<file path="src/rtl/alu_pkg.sv">
// Shared ALU definitions: operation codes, decode selectors and sequencer states,
// used by both the ALU sequencer and the main control unit.
package alu_pkg;

  typedef enum logic [3:0] {
    OP_AND     = 4'b0000,
    OP_OR      = 4'b0001,
    OP_NOR     = 4'b0010,
    OP_ADD     = 4'b0011,
    OP_SUB     = 4'b0100,
    OP_SLL     = 4'b0101,
    OP_SRL     = 4'b0110,
    OP_MULT    = 4'b0111,
    OP_ILLEGAL = 4'b1001
  } alu_code_e;

  // Operation classes on alu_op; only the R-type class looks at the funct field.
  localparam logic [2:0] CLS_RTYPE = 3'b111;
  localparam logic [2:0] CLS_ADDI  = 3'b100;
  localparam logic [2:0] CLS_ORI   = 3'b101;
  localparam logic [2:0] CLS_BEQ   = 3'b110;
  localparam logic [2:0] CLS_ANDI  = 3'b011;

  localparam logic [8:0] SEL_AND  = {CLS_RTYPE, 6'b100100};
  localparam logic [8:0] SEL_OR   = {CLS_RTYPE, 6'b100101};
  localparam logic [8:0] SEL_NOR  = {CLS_RTYPE, 6'b100111};
  localparam logic [8:0] SEL_ADD  = {CLS_RTYPE, 6'b100000};
  localparam logic [8:0] SEL_SUB  = {CLS_RTYPE, 6'b100010};
  localparam logic [8:0] SEL_SLL  = {CLS_RTYPE, 6'b000000};
  localparam logic [8:0] SEL_SRL  = {CLS_RTYPE, 6'b000010};
  localparam logic [8:0] SEL_MULT = {CLS_RTYPE, 6'b011000};

  typedef enum logic [1:0] {
    ST_IDLE  = 2'd0,
    ST_SHIFT = 2'd1,
    ST_MUL   = 2'd2,
    ST_DONE  = 2'd3
  } state_e;

  function automatic logic is_shift(alu_code_e code);
    return (code == OP_SLL) || (code == OP_SRL);
  endfunction

endpackage

</file>
<file path="src/rtl/alu_decode.sv">
// Combinational decode of {alu_op, alu_function} into a 4-bit ALU operation code.
module alu_decode
  import alu_pkg::*;
#(
  parameter int MULT_EN = 1
)
(
  input  logic [2:0] alu_op,
  input  logic [5:0] alu_function,
  output logic [3:0] operation,
  output logic       illegal
);

  alu_code_e code;

  always_comb begin
    code = OP_ILLEGAL;
    case (alu_op)
      CLS_RTYPE: begin
        case ({alu_op, alu_function})
          SEL_AND:  code = OP_AND;
          SEL_OR:   code = OP_OR;
          SEL_NOR:  code = OP_NOR;
          SEL_ADD:  code = OP_ADD;
          SEL_SUB:  code = OP_SUB;
          SEL_SLL:  code = OP_SLL;
          SEL_SRL:  code = OP_SRL;
          SEL_MULT: begin
            // Builds without the multiplier treat MULT like any unknown funct.
            if (MULT_EN != 0) code = OP_MULT;
            else              code = OP_ILLEGAL;
          end
          default:  code = OP_ILLEGAL;
        endcase
      end
      CLS_ADDI: code = OP_ADD;
      CLS_ORI:  code = OP_OR;
      CLS_BEQ:  code = OP_SUB;
      CLS_ANDI: code = OP_AND;
      default:  code = OP_ILLEGAL;
    endcase
  end

  assign operation = code;
  assign illegal   = (code == OP_ILLEGAL);

endmodule

</file>
<file path="src/rtl/alu_seq_unit.sv">
// Sequential ALU: single-cycle logic/arith ops, bit-serial shifts and a
// shift-add multiplier, all reporting through one registered result port.
module alu_seq_unit
  import alu_pkg::*;
#(
  parameter int WIDTH   = 32,
  parameter int SHW     = $clog2(WIDTH),
  parameter int MULT_EN = 1
)
(
  input  logic             clk,
  input  logic             reset,
  input  logic             start,
  input  logic [2:0]       alu_op,
  input  logic [5:0]       alu_function,
  input  logic [WIDTH-1:0] a,
  input  logic [WIDTH-1:0] b,
  input  logic [SHW-1:0]   shamt,
  output logic [WIDTH-1:0] result,
  output logic             zero,
  output logic [3:0]       alu_operation,
  output logic             illegal,
  output logic             busy,
  output logic             done
);

  logic [3:0] dec_operation;
  logic       dec_illegal;
  alu_code_e  dec_code;

  alu_decode #(.MULT_EN(MULT_EN)) u_decode (
    .alu_op       (alu_op),
    .alu_function (alu_function),
    .operation    (dec_operation),
    .illegal      (dec_illegal)
  );

  assign dec_code = alu_code_e'(dec_operation);

  state_e           state_reg,   state_next;
  alu_code_e        code_reg,    code_next;
  logic             illegal_reg, illegal_next;
  logic [WIDTH-1:0] result_reg,  result_next;
  logic             zero_reg,    zero_next;
  logic [WIDTH-1:0] a_reg,       a_next;
  logic [WIDTH-1:0] b_reg,       b_next;
  logic [WIDTH-1:0] acc_reg,     acc_next;
  logic [SHW-1:0]   cnt_reg,     cnt_next;

  logic [WIDTH-1:0] single_value;
  logic [WIDTH-1:0] shift_value;
  logic [WIDTH-1:0] mul_sum;

  // Shifts only reach this path with shamt == 0, so they simply pass b through.
  always_comb begin
    single_value = '0;
    case (dec_code)
      OP_AND:  single_value = a & b;
      OP_OR:   single_value = a | b;
      OP_NOR:  single_value = ~(a | b);
      OP_ADD:  single_value = a + b;
      OP_SUB:  single_value = a - b;
      OP_SLL:  single_value = b;
      OP_SRL:  single_value = b;
      default: single_value = '0;
    endcase
  end

  assign shift_value = (code_reg == OP_SLL) ? (b_reg << 1) : (b_reg >> 1);
  assign mul_sum     = acc_reg + (b_reg[0] ? a_reg : '0);

  always_comb begin
    state_next   = state_reg;
    code_next    = code_reg;
    illegal_next = illegal_reg;
    result_next  = result_reg;
    zero_next    = zero_reg;
    a_next       = a_reg;
    b_next       = b_reg;
    acc_next     = acc_reg;
    cnt_next     = cnt_reg;
    case (state_reg)
      ST_IDLE: begin
        if (start) begin
          code_next    = dec_code;
          illegal_next = dec_illegal;
          a_next       = a;
          b_next       = b;
          acc_next     = '0;
          if (is_shift(dec_code) && (shamt != '0)) begin
            cnt_next   = shamt - SHW'(1);
            state_next = ST_SHIFT;
          end else if (dec_code == OP_MULT) begin
            cnt_next   = SHW'(WIDTH - 1);
            state_next = ST_MUL;
          end else begin
            result_next = single_value;
            zero_next   = (single_value == '0);
            state_next  = ST_DONE;
          end
        end
      end
      ST_SHIFT: begin
        b_next   = shift_value;
        cnt_next = cnt_reg - SHW'(1);
        if (cnt_reg == '0) begin
          result_next = shift_value;
          zero_next   = (shift_value == '0);
          state_next  = ST_DONE;
        end
      end
      ST_MUL: begin
        // Multiplicand walks left while the multiplier is consumed LSB first.
        acc_next = mul_sum;
        a_next   = a_reg << 1;
        b_next   = b_reg >> 1;
        cnt_next = cnt_reg - SHW'(1);
        if (cnt_reg == '0) begin
          result_next = mul_sum;
          zero_next   = (mul_sum == '0);
          state_next  = ST_DONE;
        end
      end
      ST_DONE: state_next = ST_IDLE;
      default: state_next = ST_IDLE;
    endcase
  end

  always_ff @(posedge clk or negedge reset) begin
    if (!reset) begin
      state_reg   <= ST_IDLE;
      code_reg    <= OP_AND;
      illegal_reg <= 1'b0;
      result_reg  <= '0;
      zero_reg    <= 1'b0;
      a_reg       <= '0;
      b_reg       <= '0;
      acc_reg     <= '0;
      cnt_reg     <= '0;
    end else begin
      state_reg   <= state_next;
      code_reg    <= code_next;
      illegal_reg <= illegal_next;
      result_reg  <= result_next;
      zero_reg    <= zero_next;
      a_reg       <= a_next;
      b_reg       <= b_next;
      acc_reg     <= acc_next;
      cnt_reg     <= cnt_next;
    end
  end

  assign result        = result_reg;
  assign zero          = zero_reg;
  assign alu_operation = code_reg;
  assign illegal       = illegal_reg;
  assign busy          = (state_reg == ST_SHIFT) || (state_reg == ST_MUL);
  assign done          = (state_reg == ST_DONE);

endmodule

</file>
<file path="config.mk">
export PLATFORM = sky130hd
export DESIGN_NAME = alu_seq_unit
export DESIGN_NICKNAME = d
export VERILOG_FILES = /design/src/rtl/alu_pkg.sv /design/src/rtl/alu_decode.sv /design/src/rtl/alu_seq_unit.sv
export SDC_FILE = /design/constraint.sdc
export NUM_CORES = 1
export LEC_CHECK = 0
export CORE_MARGIN = 3
export CORE_UTILIZATION = 64
export DETAILED_ROUTE_END_ITERATION = 12
export GPL_ROUTABILITY_DRIVEN = 0
export PLACE_DENSITY = 0.87
export SLEW_MARGIN = 10
export SYNTH_ARGS = -nofsm -noshare
export SYNTH_HDL_FRONTEND = slang
export SYNTH_SLANG_ARGS = --single-unit
</file>
<file path="constraint.sdc">
create_clock -name clk -period 8.63 [get_ports clk]
set_clock_uncertainty 0.1 [all_clocks]
set_input_delay 1.726 -clock clk [delete_from_list [all_inputs] [get_ports clk]]
set_output_delay 1.726 -clock clk [all_outputs]
set_load 0.02 [all_outputs]
</file>
==> flow_metrics.tcl <==
set metrics [dict create \
    worstSetupPathType "in -> reg" \
    cts_root_buffer "clkbuf_16" \
    synth_top_family_by_area "compound AO/OA/AOI/OAI gates" \
    hold_path.class "reg -> reg" \
    overflow 0 \
    io_pins 121 \
    wl_um 46000 \
    ys_async_sr_fraction_pct 100 \
    ir_drop_v 0.000253 \
    die_y_um 150 \
    drt-initial-drc-count 2256 \
    synthDistinctLibCells 80 \
    num_vias 14500 \
    crit_start "alu_function[1]" \
    powerDensity_nw_per_um2 348 \
    ys_seq_area_share_pct 26.6 \
    antenna_found_initial 3 \
    cts_tree "built" \
    drive_gt1_share_pct 3.99 \
    synth-seq-cells 141 \
    use_met1_pct 55.1 \
    fin_crit_sh_pct 89.2 \
    drc_errors 0 \
    htreeDepth 4 \
    worstReg2RegStart "b_reg[0]" \
    cts.sinks 141 \
    swShare_pct 51.1 \
    grt_pass1_wl_um 71100 \
    cts.clk_slew.worst_paths_ns 0.06 \
    nNetsFinal 1922 \
    synth_compound_area_share_pct 31.0 \
    use_met3_pct 11.1 \
    max_freq_mhz 130 \
    muxShareOfSynthArea_pct 3.29 \
    seqCellArea_sq_um 3530 \
    die-area_sq_um 22500 \
    start_util_pct 65.3 \
    worstPathRequired_ns 8.87 \
    syn_nets 1885 \
    clk-insertion-delay-late_ns 0.44 \
    dp_cells 2016 \
    grt_max_degree 95 \
    internal-power_mw 2.56 \
    timing.final.hold_violations 0 \
    p_comb_share_pct 61.0 \
    slew_violations 0 \
    yosys-top-cells-area "dfrtp_1 27%, nand2_1 7.6%, ha_1 7.0%" \
    rows 52 \
    finalSetupViolations 0 \
    avgSynthCellArea_sq_um 7.67 \
    viasPerCell 7.08 \
    synthSimpleGateAreaFrac_pct 20.8 \
    n_fill_cell 1560 \
    ctsHoldBuffers 0 \
    cap_violations 0 \
    drt-wirelength-per-cell_um 22.4 \
    fin_crit_ns 7.70 \
    chipWidth_um 150 \
    seqPwrFrac_pct 24.6 \
    cts_resized 0 \
    synth_fa_ha_area_share_pct 8.57 \
    tightestPinTransition_ns 1.30 \
    min_from "result[30]" \
    rsz0062_at_grt "no" \
    critPathLaunchType "input port" \
    p_sw_mw 2.68 \
    io_buffers 120 \
    postCtsSetupRepairBufs 0 \
    timing.slew.headroom_pct 12.9 \
    postRouteAntennaNets 0 \
    grt.busiest_layer "met2" \
    cp-end-kind "flip-flop" \
    syn-cell-area_sq_um 13300 \
    yosys.area_share.xor_xnor_pct 5.42 \
    hpwl_um 33500 \
    p_clk_share_pct 14.4 \
    ys_warn_count 0 \
    core_sq_um 20300 \
    grt.met2_usage_pct 59.5 \
    area_delta_synth_final_pct 13.8 \
    cts_buffers 17 \
    outcome "finished clean" \
    grt_pass1_vias 13200 \
    synth_edf_count 0 \
    leakage_nw 6.28 \
    multiInputGateArea_sq_um 9220 \
    cts_buffer_depth 2 \
    final_cells 2050 \
    worstPathArrival_ns 7.94 \
    r2r_slack_ns 3.61 \
    crit_fanout 11 \
    grt_usage_pct 40.0 \
    syn_inst 1728 \
    synth_flop_cell "dfrtp_1" \
    fin_tns_setup_ns 0 \
    synth_top_area_cell "dfrtp_1" \
    dr.pass1.iters 7 \
    synth_top_cell_area_share_pct 26.6 \
]
[per-stage QoR]
stage,utilization (%),hold WS [ns],area [sq um],worst slack [ns],power (mW)
after detailed placement,71.4,0.369,14500,0.836,4.34
after CTS,74.3,0.383,15100,1.27,5.12
after global placement,71.4,0.360,14500,0.966,4.25
final,74.4,0.382,15100,0.930,5.25
after global routing,74.4,0.404,15100,0.704,5.55
after floorplan,-,0.350,13300,2.14,3.39
[power groups by stage]
stage | logic (mW) | clock network, mW | registers (mW)
4_1_cts | 3.09 | 0.752 | 1.28
6_report | 3.20 | 0.756 | 1.29
3_5_place_dp | 3.06 | 0 | 1.28
5_1_grt | 3.44 | 0.781 | 1.33
3_3_place_gp | 2.98 | 0 | 1.27
2_1_floorplan | 2.10 | 0 | 1.28
[worst paths after layout]
path / cells past startpoint / to
max in group asynchronous: 2 / alu_operation[0]
worst min register to register: 2 / result[30]
worst max-delay path: 19 / zero
worst max register to register: 12 / zero
worst min-delay path: 2 / result[30]
min in group asynchronous: 1 / a_reg[28]
[worst max-delay path, stage by stage]
cell and delay (ns):
clkdlybuf4s50_1 0.62, or3b_4 0.45, o21a_1 0.23, and4_1 0.32, nor4_2 1.13, a21oi_1 0.18
xnor2_1 0.21, ha_1 0.35, o21ai_0 0.10, nor2_1 0.27, o211ai_1 0.21, a2111oi_0 0.80
o21bai_1 0.21, a21o_1 0.21, a31oi_1 0.22, o2111ai_1 0.19, nor4_1 0.30, nand2_1 0.10
o211ai_1 0.11
[final cells by class]
type                            instances  area share [%]
Antenna cell                            2          0.0332
Clock buffer                           18            2.91
Clock inverter                         14           0.970
Inverter                               33           0.821
Multi-Input combinational cell       1440            61.1
Sequential cell                       141            23.4
Tap cell                              270            2.24
Timing Repair Buffer                  132            8.56
[Yosys cell counts, types with 38 or more instances]
cell type  number
nand2_1       267
o21ai_0       180
a21oi_1       149
dfrtp_1       141
clkbuf_1       97
nor2_1         82
ha_1           74
nor3_1         50
xnor2_1        48
and2_1         45
a211oi_1       38
mux2i_1        38
[cells in the final DEF, fill, tap and decap left out, types with 12 or more instances in the layout]
cell type,count
nand2b_1,13
a21o_1,33
buf_4,12
nand4_1,17
o211ai_1,22
a211oi_1,38
a221oi_1,18
a31oi_1,18
nand3_1,33
nor2_1,80
o21a_1,18
nand2_1,267
xnor2_1,48
a21oi_1,148
o21ai_0,180
ha_1,72
and2_1,45
clkdlybuf4s50_1,119
or3_1,17
xor2_1,34
nor4_1,16
mux2i_1,38
dfrtp_1,141
maj3_1,17
clkbuf_16,17
a22o_1,30
o31ai_1,31
nor3_1,50
inv_1,30
[per-layer routing]
metal	vias to the layer above	part of all wire [%]
met4	2	5.0
met1	6748	39
li1	6506	-
met2	1043	42
met3	221	14
met5	-	0.039
[cells by family (layout without fill, tap and decap cells)]
group	count (synthesis)	in the layout
compound gates	635	635
simple gates	587	587
buf+inv	147	197
flops	141	141
fa+ha+maj	93	93
xor+xnor	82	82
mux	43	43
other cells	0	2
Note: power is estimated with default switching activity, not from simulation.
